`src/rtl/pc_sequencer_if.sv`:
```
// pc_sequencer_if
//   Instruction-memory fetch channel between the PC sequencer and
//   instruction memory. A request is outstanding while imem_req is high;
//   it completes in the cycle where imem_req && imem_ready are both high,
//   and imem_rdata is sampled in that same cycle.
//
//   Signals:
//     imem_req    sequencer -> memory  fetch request valid
//     imem_addr   sequencer -> memory  fetch address (word aligned)
//     imem_ready  memory -> sequencer  request accepted/completed this cycle
//     imem_rdata  memory -> sequencer  instruction word for the request
//
//   Modports:
//     master  used by the sequencer (drives request and address)
//     slave   used by the memory (drives ready and read data)
interface pc_sequencer_if;
  logic        imem_req;
  logic [31:0] imem_addr;
  logic        imem_ready;
  logic [31:0] imem_rdata;

  modport master (
    output imem_req,
    output imem_addr,
    input  imem_ready,
    input  imem_rdata
  );

  modport slave (
    input  imem_req,
    input  imem_addr,
    output imem_ready,
    output imem_rdata
  );
endinterface

```
`src/rtl/pc_sequencer.sv`:
```
// pc_sequencer
//   Fetch-side controller that owns the program counter. It issues
//   instruction fetches over a valid/ready channel, hands completed
//   instructions to decode, and picks the next PC from trap, jump, branch
//   or sequential +4 (in that priority). Redirects that arrive while a
//   fetch is outstanding are parked in a pending register and applied when
//   that fetch completes, squashing the fetched instruction.
//
//   Ports:
//     clk            single clock, rising edge
//     rst            synchronous active-low reset
//     stall          blocks issue of new fetches (not an outstanding one)
//     halt           stop fetching until reset
//     trap           redirect to TRAP_VEC (highest priority)
//     jump           redirect to jump_target
//     jump_target    jump destination
//     branch_taken   redirect to branch_target
//     branch_target  branch destination
//     imem           fetch channel (master side)
//     pc_out         current PC register; imem_addr is wired to it
//     fetch_valid    one-cycle pulse: fetch_instr/fetch_pc are a live instr
//     fetch_instr    registered instruction word
//     fetch_pc       address of fetch_instr
//     misalign_err   one-cycle pulse: a redirect target was not word aligned
//     halted         high while in the HALT state
module pc_sequencer #(
  parameter logic [31:0] RESET_VEC = 32'h0000_0000,
  parameter logic [31:0] TRAP_VEC  = 32'h0000_0100
) (
  input  logic                 clk,
  input  logic                 rst,
  input  logic                 stall,
  input  logic                 halt,
  input  logic                 trap,
  input  logic                 jump,
  input  logic [31:0]          jump_target,
  input  logic                 branch_taken,
  input  logic [31:0]          branch_target,
  pc_sequencer_if.master       imem,
  output logic [31:0]          pc_out,
  output logic                 fetch_valid,
  output logic [31:0]          fetch_instr,
  output logic [31:0]          fetch_pc,
  output logic                 misalign_err,
  output logic                 halted
);

  typedef enum logic [1:0] {
    S_RST  = 2'd0,
    S_IDLE = 2'd1,
    S_REQ  = 2'd2,
    S_HALT = 2'd3
  } state_t;

  state_t      state_q, state_d;
  logic [31:0] pc_q, pc_d;

  // Redirect parked while a fetch is outstanding.
  logic        pend_valid_q, pend_valid_d;
  logic        pend_trap_q, pend_trap_d;
  logic [31:0] pend_target_q, pend_target_d;

  // Halt seen during an outstanding fetch; honoured at completion.
  logic        halt_lat_q, halt_lat_d;

  logic        fetch_valid_q, fetch_valid_d;
  logic [31:0] fetch_instr_q, fetch_instr_d;
  logic [31:0] fetch_pc_q, fetch_pc_d;
  logic        misalign_q, misalign_d;

  // Combinational redirect selection for this cycle.
  logic        redir_req;
  logic        redir_trap;
  logic        redir_misalign;
  logic [31:0] redir_target;
  logic        new_wins;
  logic        complete;

  // Priority select: trap > jump > branch. A misaligned jump or branch
  // target is replaced by the trap vector and flagged. A misaligned target
  // is not treated as a trap for pending-overwrite purposes: only the trap
  // input makes a pending redirect sticky.
  always_comb begin
    redir_req      = trap | jump | branch_taken;
    redir_trap     = trap;
    redir_misalign = 1'b0;
    redir_target   = pc_q;
    if (trap) begin
      redir_target = TRAP_VEC;
    end else if (jump) begin
      if (jump_target[1:0] != 2'b00) begin
        redir_target   = TRAP_VEC;
        redir_misalign = 1'b1;
      end else begin
        redir_target = jump_target;
      end
    end else if (branch_taken) begin
      if (branch_target[1:0] != 2'b00) begin
        redir_target   = TRAP_VEC;
        redir_misalign = 1'b1;
      end else begin
        redir_target = branch_target;
      end
    end
  end

  // A redirect arriving this cycle replaces a pending one unless the
  // pending one is a trap and the new one is not.
  assign new_wins = redir_req && !(pend_valid_q && pend_trap_q && !redir_trap);
  assign complete = (state_q == S_REQ) && imem.imem_ready;

  always_comb begin
    state_d       = state_q;
    pc_d          = pc_q;
    pend_valid_d  = pend_valid_q;
    pend_trap_d   = pend_trap_q;
    pend_target_d = pend_target_q;
    halt_lat_d    = halt_lat_q;
    fetch_valid_d = 1'b0;
    fetch_instr_d = fetch_instr_q;
    fetch_pc_d    = fetch_pc_q;
    misalign_d    = 1'b0;

    case (state_q)
      S_RST: begin
        state_d = S_IDLE;
      end

      S_IDLE: begin
        // Nothing outstanding: a redirect goes straight into the PC.
        misalign_d = redir_misalign;
        if (redir_req) begin
          pc_d = redir_target;
        end
        if (halt) begin
          state_d = S_HALT;
        end else if (!stall) begin
          state_d = S_REQ;
        end
      end

      S_REQ: begin
        misalign_d = redir_misalign;
        if (complete) begin
          if (new_wins) begin
            pc_d = redir_target;
          end else if (pend_valid_q) begin
            pc_d = pend_target_q;
          end else begin
            fetch_valid_d = 1'b1;
            fetch_instr_d = imem.imem_rdata;
            fetch_pc_d    = pc_q;
            pc_d          = pc_q + 32'd4;
          end
          pend_valid_d = 1'b0;
          pend_trap_d  = 1'b0;
          halt_lat_d   = 1'b0;
          if (halt || halt_lat_q) begin
            state_d = S_HALT;
          end else if (stall) begin
            state_d = S_IDLE;
          end
        end else begin
          // Address must stay stable until completion, so park the target.
          if (new_wins) begin
            pend_valid_d  = 1'b1;
            pend_trap_d   = redir_trap;
            pend_target_d = redir_target;
          end
          if (halt) begin
            halt_lat_d = 1'b1;
          end
        end
      end

      S_HALT: begin
        // Frozen until reset.
      end

      default: begin
        state_d = S_RST;
      end
    endcase
  end

  always_ff @(posedge clk) begin
    if (!rst) begin
      state_q       <= S_RST;
      pc_q          <= RESET_VEC;
      pend_valid_q  <= 1'b0;
      pend_trap_q   <= 1'b0;
      pend_target_q <= 32'd0;
      halt_lat_q    <= 1'b0;
      fetch_valid_q <= 1'b0;
      fetch_instr_q <= 32'd0;
      fetch_pc_q    <= 32'd0;
      misalign_q    <= 1'b0;
    end else begin
      state_q       <= state_d;
      pc_q          <= pc_d;
      pend_valid_q  <= pend_valid_d;
      pend_trap_q   <= pend_trap_d;
      pend_target_q <= pend_target_d;
      halt_lat_q    <= halt_lat_d;
      fetch_valid_q <= fetch_valid_d;
      fetch_instr_q <= fetch_instr_d;
      fetch_pc_q    <= fetch_pc_d;
      misalign_q    <= misalign_d;
    end
  end

  // Request and halted are pure decodes of the state register.
  assign imem.imem_req  = (state_q == S_REQ);
  assign imem.imem_addr = pc_q;
  assign pc_out         = pc_q;
  assign fetch_valid    = fetch_valid_q;
  assign fetch_instr    = fetch_instr_q;
  assign fetch_pc       = fetch_pc_q;
  assign misalign_err   = misalign_q;
  assign halted         = (state_q == S_HALT);

endmodule

```
`src/flat_wrapper.sv`:
```
// flat-port wrapper written by rule: the top's interface ports become plain ports
module pc_sequencer_flat 
#(
  parameter logic [31:0] RESET_VEC = 32'h0000_0000,
  parameter logic [31:0] TRAP_VEC  = 32'h0000_0100
)
  (clk, rst, stall, halt, trap, jump, jump_target, branch_taken, branch_target, pc_out, fetch_valid, fetch_instr, fetch_pc, misalign_err, halted, imem_imem_req, imem_imem_addr, imem_imem_ready, imem_imem_rdata);
  pc_sequencer_if imem_i ();
  input  logic clk;
  input  logic rst;
  input  logic stall;
  input  logic halt;
  input  logic trap;
  input  logic jump;
  input  logic [31:0] jump_target;
  input  logic branch_taken;
  input  logic [31:0] branch_target;
  output logic [31:0] pc_out;
  output logic fetch_valid;
  output logic [31:0] fetch_instr;
  output logic [31:0] fetch_pc;
  output logic misalign_err;
  output logic halted;
  output wire logic [$bits(imem_i.imem_req)-1:0] imem_imem_req;
  output wire logic [$bits(imem_i.imem_addr)-1:0] imem_imem_addr;
  input wire logic [$bits(imem_i.imem_ready)-1:0] imem_imem_ready;
  input wire logic [$bits(imem_i.imem_rdata)-1:0] imem_imem_rdata;
  assign imem_imem_req = imem_i.imem_req;
  assign imem_imem_addr = imem_i.imem_addr;
  assign imem_i.imem_ready = imem_imem_ready;
  assign imem_i.imem_rdata = imem_imem_rdata;
  pc_sequencer #(.RESET_VEC(RESET_VEC), .TRAP_VEC(TRAP_VEC)) u_core (.clk(clk), .rst(rst), .stall(stall), .halt(halt), .trap(trap), .jump(jump), .jump_target(jump_target), .branch_taken(branch_taken), .branch_target(branch_target), .imem(imem_i), .pc_out(pc_out), .fetch_valid(fetch_valid), .fetch_instr(fetch_instr), .fetch_pc(fetch_pc), .misalign_err(misalign_err), .halted(halted));
endmodule
```
`config.mk`:
```
export PLATFORM = sky130hd
export DESIGN_NAME = pc_sequencer_flat
export DESIGN_NICKNAME = d
export VERILOG_FILES = /design/src/rtl/pc_sequencer_if.sv /design/src/rtl/pc_sequencer.sv /design/src/flat_wrapper.sv
export SDC_FILE = /design/constraint.sdc
export NUM_CORES = 1
export LEC_CHECK = 0
export CORE_MARGIN = 2
export CORE_UTILIZATION = 45
export CTS_CLUSTER_SIZE = 20
export DETAILED_ROUTE_END_ITERATION = 12
export GPL_TIMING_DRIVEN = 0
export PLACE_DENSITY = 0.83
export SKIP_LAST_GASP = 1
export SYNTH_ARGS = -nofsm -noshare
export SYNTH_HDL_FRONTEND = slang
export SYNTH_SLANG_ARGS = --single-unit
export TNS_END_PERCENT = 30
```
`constraint.sdc`:
```
create_clock -name clk -period 6.5 [get_ports clk]
set_input_delay 1.3 -clock clk [delete_from_list [all_inputs] [get_ports clk]]
set_output_delay 1.3 -clock clk [all_outputs]
set_load 0.02 [all_outputs]
```
Yosys cells after proc, flatten, opt, wreduce, memory -nomap -nowiden
Cells that the tools add are included.
{"block": "word_totals", "regBits": 135, "latchBits": 0, "mem_bits_rw": 0, "rom_bits": 0, "inputBits": 104, "out_inout_bits": 132, "word_cells": 76, "mem_count": 0}
{"block": "op_classes", "addsub": 1, "multipliers": 0, "div": 0, "n_lt_le_gt_ge": 0, "eq_ne": 7, "shift": 0, "n_mux": 27, "bitwise": 8, "reduce_logical": 23}
{"cell": "2-to-1 mux 32 bit", "count": 9}
{"cell": "case mux 32 bit (2 select lines)", "count": 1}
{"cell": "adder 32 x 3 -> 32 bit (second input constant)", "count": 1}
{"cell": "2-to-1 mux 1 bit", "count": 11}
{"cell": "2-to-1 mux 2 bit", "count": 5}
{"cell": "nonzero test 2 bit", "count": 5}
{"cell": "AND reduction 4 bit", "count": 2}
{"cell": "inverter 1 bit", "count": 6}
{"cell": "case mux 2 bit (3 select lines)", "count": 1}
{"cell": "AND reduction 3 bit", "count": 2}
{"cell": "== test 2 bit (second input constant)", "count": 2}
{"cell": "logical AND 1 bit", "count": 4}
{"cell": "!= test 2 x 1 -> 1 bit (second input constant)", "count": 2}
{"cell": "AND reduction 2 bit", "count": 2}
{"cell": "OR reduction 4 bit", "count": 1}
{"cell": "!= test 3 x 2 -> 1 bit (second input constant)", "count": 1}
{"cell": "!= test 3 bit (second input constant)", "count": 1}
{"cell": "nonzero test 3 bit", "count": 1}
{"cell": "OR reduction 3 bit", "count": 1}
{"cell": "== test 2 x 1 -> 1 bit (second input constant)", "count": 1}
{"cell": "logical NOT 1 bit", "count": 2}
{"cell": "logical NOT 2 bit", "count": 1}
{"cell": "OR 1 bit", "count": 2}
{"cell": "OR reduction 2 bit", "count": 1}
{"cell": "logical OR 1 bit", "count": 1}

Depth between registers and ports, before layout
{"block": "logic_depth", "word_depth": 8, "ltp_mapped": 10, "depth_no_buf": 7}

Worst setup path before layout
Ideal clock, no wire load.
{"block": "synth_timing", "kind": "in2reg", "start": "in branch_taken", "end": "reg u_core.fetch_instr_q[2], in the netlist u_core.fetch_instr[2]", "setup_ps": 132, "arrival_time_ps": 2815, "t_required_ps": 6368, "slack_ps": 3553, "cell_stages": 8, "n_path_buf": 3, "cell_sequence": "buf_2 o2bb2ai_1 nand2b_1 or3_1 clkbuf_1 clkbuf_1 nand2_1 a21oi_1"}
{"block": "synth_via", "elab_chain_cells": 4}
{"item": "from (decl)", "line_no": "flat_wrapper.sv:16", "source": "input logic branch_taken;"}
{"item": "OR 1 bit", "line_no": "pc_sequencer.sv:84", "source": "redir_req = trap | jump | branch_taken;"}
{"item": "logical AND 1 bit", "line_no": "pc_sequencer.sv:109", "source": "assign new_wins = redir_req && !(pend_valid_q && pend_trap_q && !redir_trap);"}
{"item": "inverter 1 bit (no line)"}
{"item": "AND reduction 4 bit (no line)"}
{"item": "to (signal assigned)", "line_no": "pc_sequencer.sv:206", "source": "fetch_instr_q <= fetch_instr_d;"}
{"item": "to (decl)", "line_no": "pc_sequencer.sv:67", "source": "logic [31:0] fetch_instr_q, fetch_instr_d;"}
No other way between the ends.
A chain may end at the register's enable or synchronous reset.

Final worst setup path
{"block": "layout_timing", "start": "in jump", "end": "reg u_core.pc_q[23], in the netlist u_core.imem.imem_addr[23]"}
{"block": "layout_via", "elab_chain_cells": 6, "elab_cells_between_ends": 11, "classes_between": "1 x eq/ne; 6 x mux; 2 x bitwise; 2 x reduce/logical"}
{"item": "from (decl)", "line_no": "flat_wrapper.sv:14", "source": "input logic jump;"}
{"item": "OR 1 bit (2 in a row)", "line_no": "pc_sequencer.sv:84"}
{"item": "logical AND 1 bit", "line_no": "pc_sequencer.sv:109"}
{"item": "2-to-1 mux 32 bit", "line_no": "pc_sequencer.sv:145", "source": "if (new_wins) begin"}
{"item": "2-to-1 mux 32 bit", "line_no": "pc_sequencer.sv:144", "source": "if (complete) begin"}
{"item": "case mux 32 bit (2 select lines)", "line_no": "pc_sequencer.sv:124", "source": "case (state_q)"}
{"item": "to (signal assigned)", "line_no": "pc_sequencer.sv:200", "source": "pc_q <= pc_d;"}
{"item": "to (decl)", "line_no": "pc_sequencer.sv:56", "source": "logic [31:0] pc_q, pc_d;"}
Parallel ways exist; a longest one is shown, timed or not. The select of a mux whose other input is x is not followed.

==> results.txt <==
----------------------------------------------------
[Synthesis]
  Cell types with the largest area share after synthesis ... dfxtp_1 (39%), nand2_1 (10%), a21oi_1 (8.4%), clkbuf_1 (4.0%), a221oi_1 (3.8%)
  Share of synthesized cell area in full adder, half adder and majority cells ... 0.7158%
  Count of unique library cells instantiated by Yosys ... 64
  FFs w/ async S/R, synth ... 0%
  Combinational family with the most area after synthesis ... simple AND/OR/NAND/NOR gates
  Synthesized-area fraction occupied by xor and xnor cells ... ~2%
  Cell taking the most area after synthesis ... dfxtp_1
  Post-Synthesis Mean Instance Area ... between 7 and 8 µm²
  Post-synthesis compound-gate area fraction ... 24.03%
  Post-synthesis share of cell area spent on and, or, nand and nor gates ... 24.84%
  Syn Std Cell Area ... 0.006992 mm²
  Cell count after synthesis ... 928
  Post-synthesis sequential element count ... between 100 and 150
  Number of nets produced by synthesis ... 1,036
  Top flip-flop cell by instance count after synthesis ... dfxtp_1
  Synth warn ... 0
  Post-synth top area share ... 38.65%
  Number of enable-type register cells in the synthesized netlist ... 0
  Share of synthesized area spent on multiplexers ... 0.7337%
  Proportion of synthesized chip area in sequential cells ... between 30 and 40%

[Clock tree]
  Post-CTS Setup Bufs ... 0
  Number of clock buffers inserted by TritonCTS ... 17
  Latest clock arrival within the worst-skew pair ... 0.43 ns
  Cell at the root of the clock tree ... clkbuf_16
  Clock tree from TritonCTS ... done
  Maximum buffer depth of the clock tree ... 2
  Clk sink count ... 135
  Depth of the CTS H-tree ... 4
  CTS clock-pin slew for the worst setup and hold paths ... 0.06 ns
  Resized cells post-CTS ... 0
  Count of hold-fix buffers inserted at cts ... 0

[Critical path]
  Count of buffering cells on the critical path with inverters included ... 4
  Type of origin of the critical path ... input port
  Worst-path cell with the longest stage delay ... buf_1
  Category of the most critical setup path ... input port to register
  Crit-path cells ... clkbuf_1 > clkbuf_1 > clkbuf_1 > buf_1 > a221oi_1 > nor3_1 > a32oi_1 > nand2_1
  Setup slack on the worst flop-to-flop path ... 3.61 ns
  Critical Path Stages ... 8
  CP max stage delay ... 0.63 ns
  R2r endpoint ... u_core.imem.imem_addr[19]
  Crit-path leading delay family ... buffers and inverters
  Data arrival time at the worst-slack endpoint ... 3.84 ns
  Depth of the most critical reg-to-reg path ... 9
  Reg2reg start ... u_core.state_q[0]
  Endpoint kind of the worst setup timing path ... register
  Highest net fanout along the worst path ... 10
  Capture point of the worst path ... u_core.imem.imem_addr[23]
  Crit path launch ... jump
  Crit-path most repeated cell ... clkbuf_1
  Worst path required time ... 6.85 ns

[Pwr]
  P_int ... about 2.2 mW
  Pwr/cell area ... 331.0 mW/mm²
  Leakage power total ... 3.383 nW
  Part of the total power dissipated in sequential elements ... roughly a third
  Switching component of the power ... roughly 1.2 mW
  Power share of the clock group ... 31.4%
  Sw Share ... roughly 36%
  Logic pwr share ... a little under two fifths
  Maximum ir drop on the vdd rail ... 0.1965 mV

[STA]
  Slew at the pin with the worst max-slew slack ... 1.149 ns
  Share of the clock period used by the worst path ... 53.68%
  Relative slew slack ... 22.70%
  Final critical-path required period ... 3.489 ns
  PnR worst setup slack ... about 3.0 ns
  Largest clock skew in the final design ... 0.006622 ns
  Count of final max-slew check failures ... 0
  Achievable Freq ... 0.2866 GHz
  Number of endpoints failing setup at the final stage ... 0
  Final hold viol count ... 0
  Setup repair after global routing missed its margin ... false
  Total negative slack ... 0 ns

[Die]
  Initial Utilization ... approximately 46%
  Die area ... 0.01655 mm²
  Horizontal die dimension ... 128.6 µm
  Vertical die dimension ... 128.6 µm
  Core Region ... roughly 0.015 mm²
  I/O Pins ... about 240
  Number of cell rows ... 45

[Detailed routing]
  Via Count ... 8,162
  Final routed wirelength across all metal layers ... 27.38 mm
  Vias per Instance ... 5.923
  Antenna violation net count after detailed routing ... 0
  Pre-Repair DR Iteration Count ... 6
  Starting DRC count in detailed routing ... about 980
  DRC violation count after routing ... 0
  WL/cell ... between 15 and 20 µm

[Global route]
  Total overflow reported by the global router ... 0
  Total Routing Usage GR ... 32.73%
  Number of global-route vias before repair ... 7,638
  Initial antenna violation count ... 0
  Global-route wire length before repair ... 41.76 mm
  Pin count of the biggest net entering global routing ... 17

[Flow run]
  Reported max-cap violation count ... 0

[Worst hold path]
  Hold Path Class ... register to register

[Final layout]
  Diode count ... 0
  Layout Area Growth over Synthesis ... 45.54%
  NumNets Final ... about 1,300
  Top library cells by usage in the layout, fill and taps aside ... clkdlybuf4s50_1 (231), nand2_1 (190), dfxtp_1 (135), a21oi_1 (117), clkbuf_1 (79)
  Most common library cell in the layout ignoring fill and taps ... clkdlybuf4s50_1
  Fraction of layout instances using a drive strength above 1 ... about 6.6%

[Placed design]
  Pre-CTS setup slack ... ~2.7 ns
  Detailed Place HPWL ... 19.99 mm
  Gp weighted congestion ... ~0.99
  Number of buffers added on ports ... 231

[Status]
  Status ... completed

----------------------------------------------------
==> worst min-delay path, cell delays in order (launching register included) <==
cell     delay, ns
dfxtp_1       0.30
nand2_1       0.05
a21oi_1       0.05
==> synth_stat cells (all sizes together) (3+ instances only) <==
| cell | n |
|---|---|
| o21ai | 44 |
| mux2i | 4 |
| o31ai | 3 |
| a22oi | 5 |
| nor4b | 3 |
| o21a | 4 |
| or4 | 16 |
| ha | 4 |
| a2111oi | 3 |
| a221oi | 30 |
| inv | 14 |
| a2bb2oi | 3 |
| nor3 | 27 |
| nor2b | 3 |
| xnor2 | 11 |
| a32oi | 5 |
| nand2b | 5 |
| a211oi | 5 |
| nand2 | 190 |
| a21o | 9 |
| or3 | 7 |
| o31a | 3 |
| and3 | 6 |
| nor2 | 58 |
| nand3 | 15 |
| dfxtp | 135 |
| and4 | 4 |
| buf | 40 |
| nand4 | 13 |
| a21oi | 117 |
| nor4 | 13 |
| nor3b | 3 |
| a31oi | 9 |
| o211ai | 3 |
| xor2 | 5 |
| clkbuf | 77 |
==> power groups by stage <==
| stage | logic [mW] | clock network, mW | registers, mW |
|---|---|---|---|
| 2_1_floorplan | 0.633 | 0 | 1.10 |
| 3_3_place_gp | 1.21 | 0 | 1.07 |
| 3_5_place_dp | 1.21 | 0 | 1.07 |
| 4_1_cts | 1.22 | 1.06 | 1.05 |
| 5_1_grt | 1.32 | 1.09 | 1.07 |
| 6_report | 1.25 | 1.06 | 1.06 |
==> final cells by class <==
| type | count | area [µm²] |
|---|---|---|
| Buffer | 117 | 570.5 |
| Clock buffer | 23 | 467.9 |
| Clock inverter | 8 | 168.9 |
| Fill cell | 1324 | 5026 |
| Inverter | 16 | 60.06 |
| Multi-Input combinational cell | 660 | 3659 |
| Sequential cell | 135 | 2703 |
| Tap cell | 188 | 235.2 |
| Timing Repair Buffer | 231 | 2312 |
==> registers in the layout, indices dropped and copies added, names as in the netlist <==
name                   count
u_core.fetch_valid         1
u_core.misalign_err        1
u_core.fetch_pc           32
u_core.state_q             2
u_core.pend_valid_q        1
u_core.pend_target_q      32
u_core.fetch_instr        32
u_core.pend_trap_q         1
u_core.halt_lat_q          1
u_core.imem.imem_addr     32
==> how the worst min path moves through the flow <==
stage / start / depth (start not counted) / to
floorplan: u_core.pend_target_q[23] / 2 / u_core.pend_target_q[23]
global placement: u_core.pend_target_q[5] / 2 / u_core.pend_target_q[5]
detailed placement: u_core.pend_target_q[25] / 2 / u_core.pend_target_q[25]
CTS: u_core.pend_target_q[25] / 2 / u_core.pend_target_q[25]
global route: u_core.pend_target_q[25] / 2 / u_core.pend_target_q[25]
finish: u_core.pend_target_q[13] / 2 / u_core.pend_target_q[13]
==> per-stage QoR <==
| stage | hold WS [ns] | total power [mW] | std cells | cell area, µm² | util (%) |
|---|---|---|---|---|---|
| after global placement | 0.4388 | 2.276 | 1347 | 9539 | 62.75 |
| after global routing | 0.4688 | 3.481 | 1378 | 10180 | 66.94 |
| after detailed placement | 0.4422 | 2.283 | 1347 | 9539 | 62.75 |
| final | 0.4507 | 3.368 | 1378 | 10180 | 66.94 |
| after CTS | 0.4499 | 3.330 | 1378 | 10180 | 66.94 |
| after floorplan | 0.4312 | 1.728 | 928 | 6992 | - |
==> per-layer routing <==
metal  share of wire (%)  global-route usage [%]
met4                 3.7                   12.79
met3                  13                   8.898
met1                  39                   43.56
met2                  45                   50.70
met5                   0                       0
==> cell families (layout without fill, tap and decap cells) <==
family / Yosys count / after routing
simple gates: 370 / 370
compound gates: 265 / 265
buf+inv: 133 / 395
fa+ha+maj: 4 / 4
flops: 135 / 135
mux: 5 / 5
xor+xnor: 16 / 16
(Power assumes the default switching activity.)
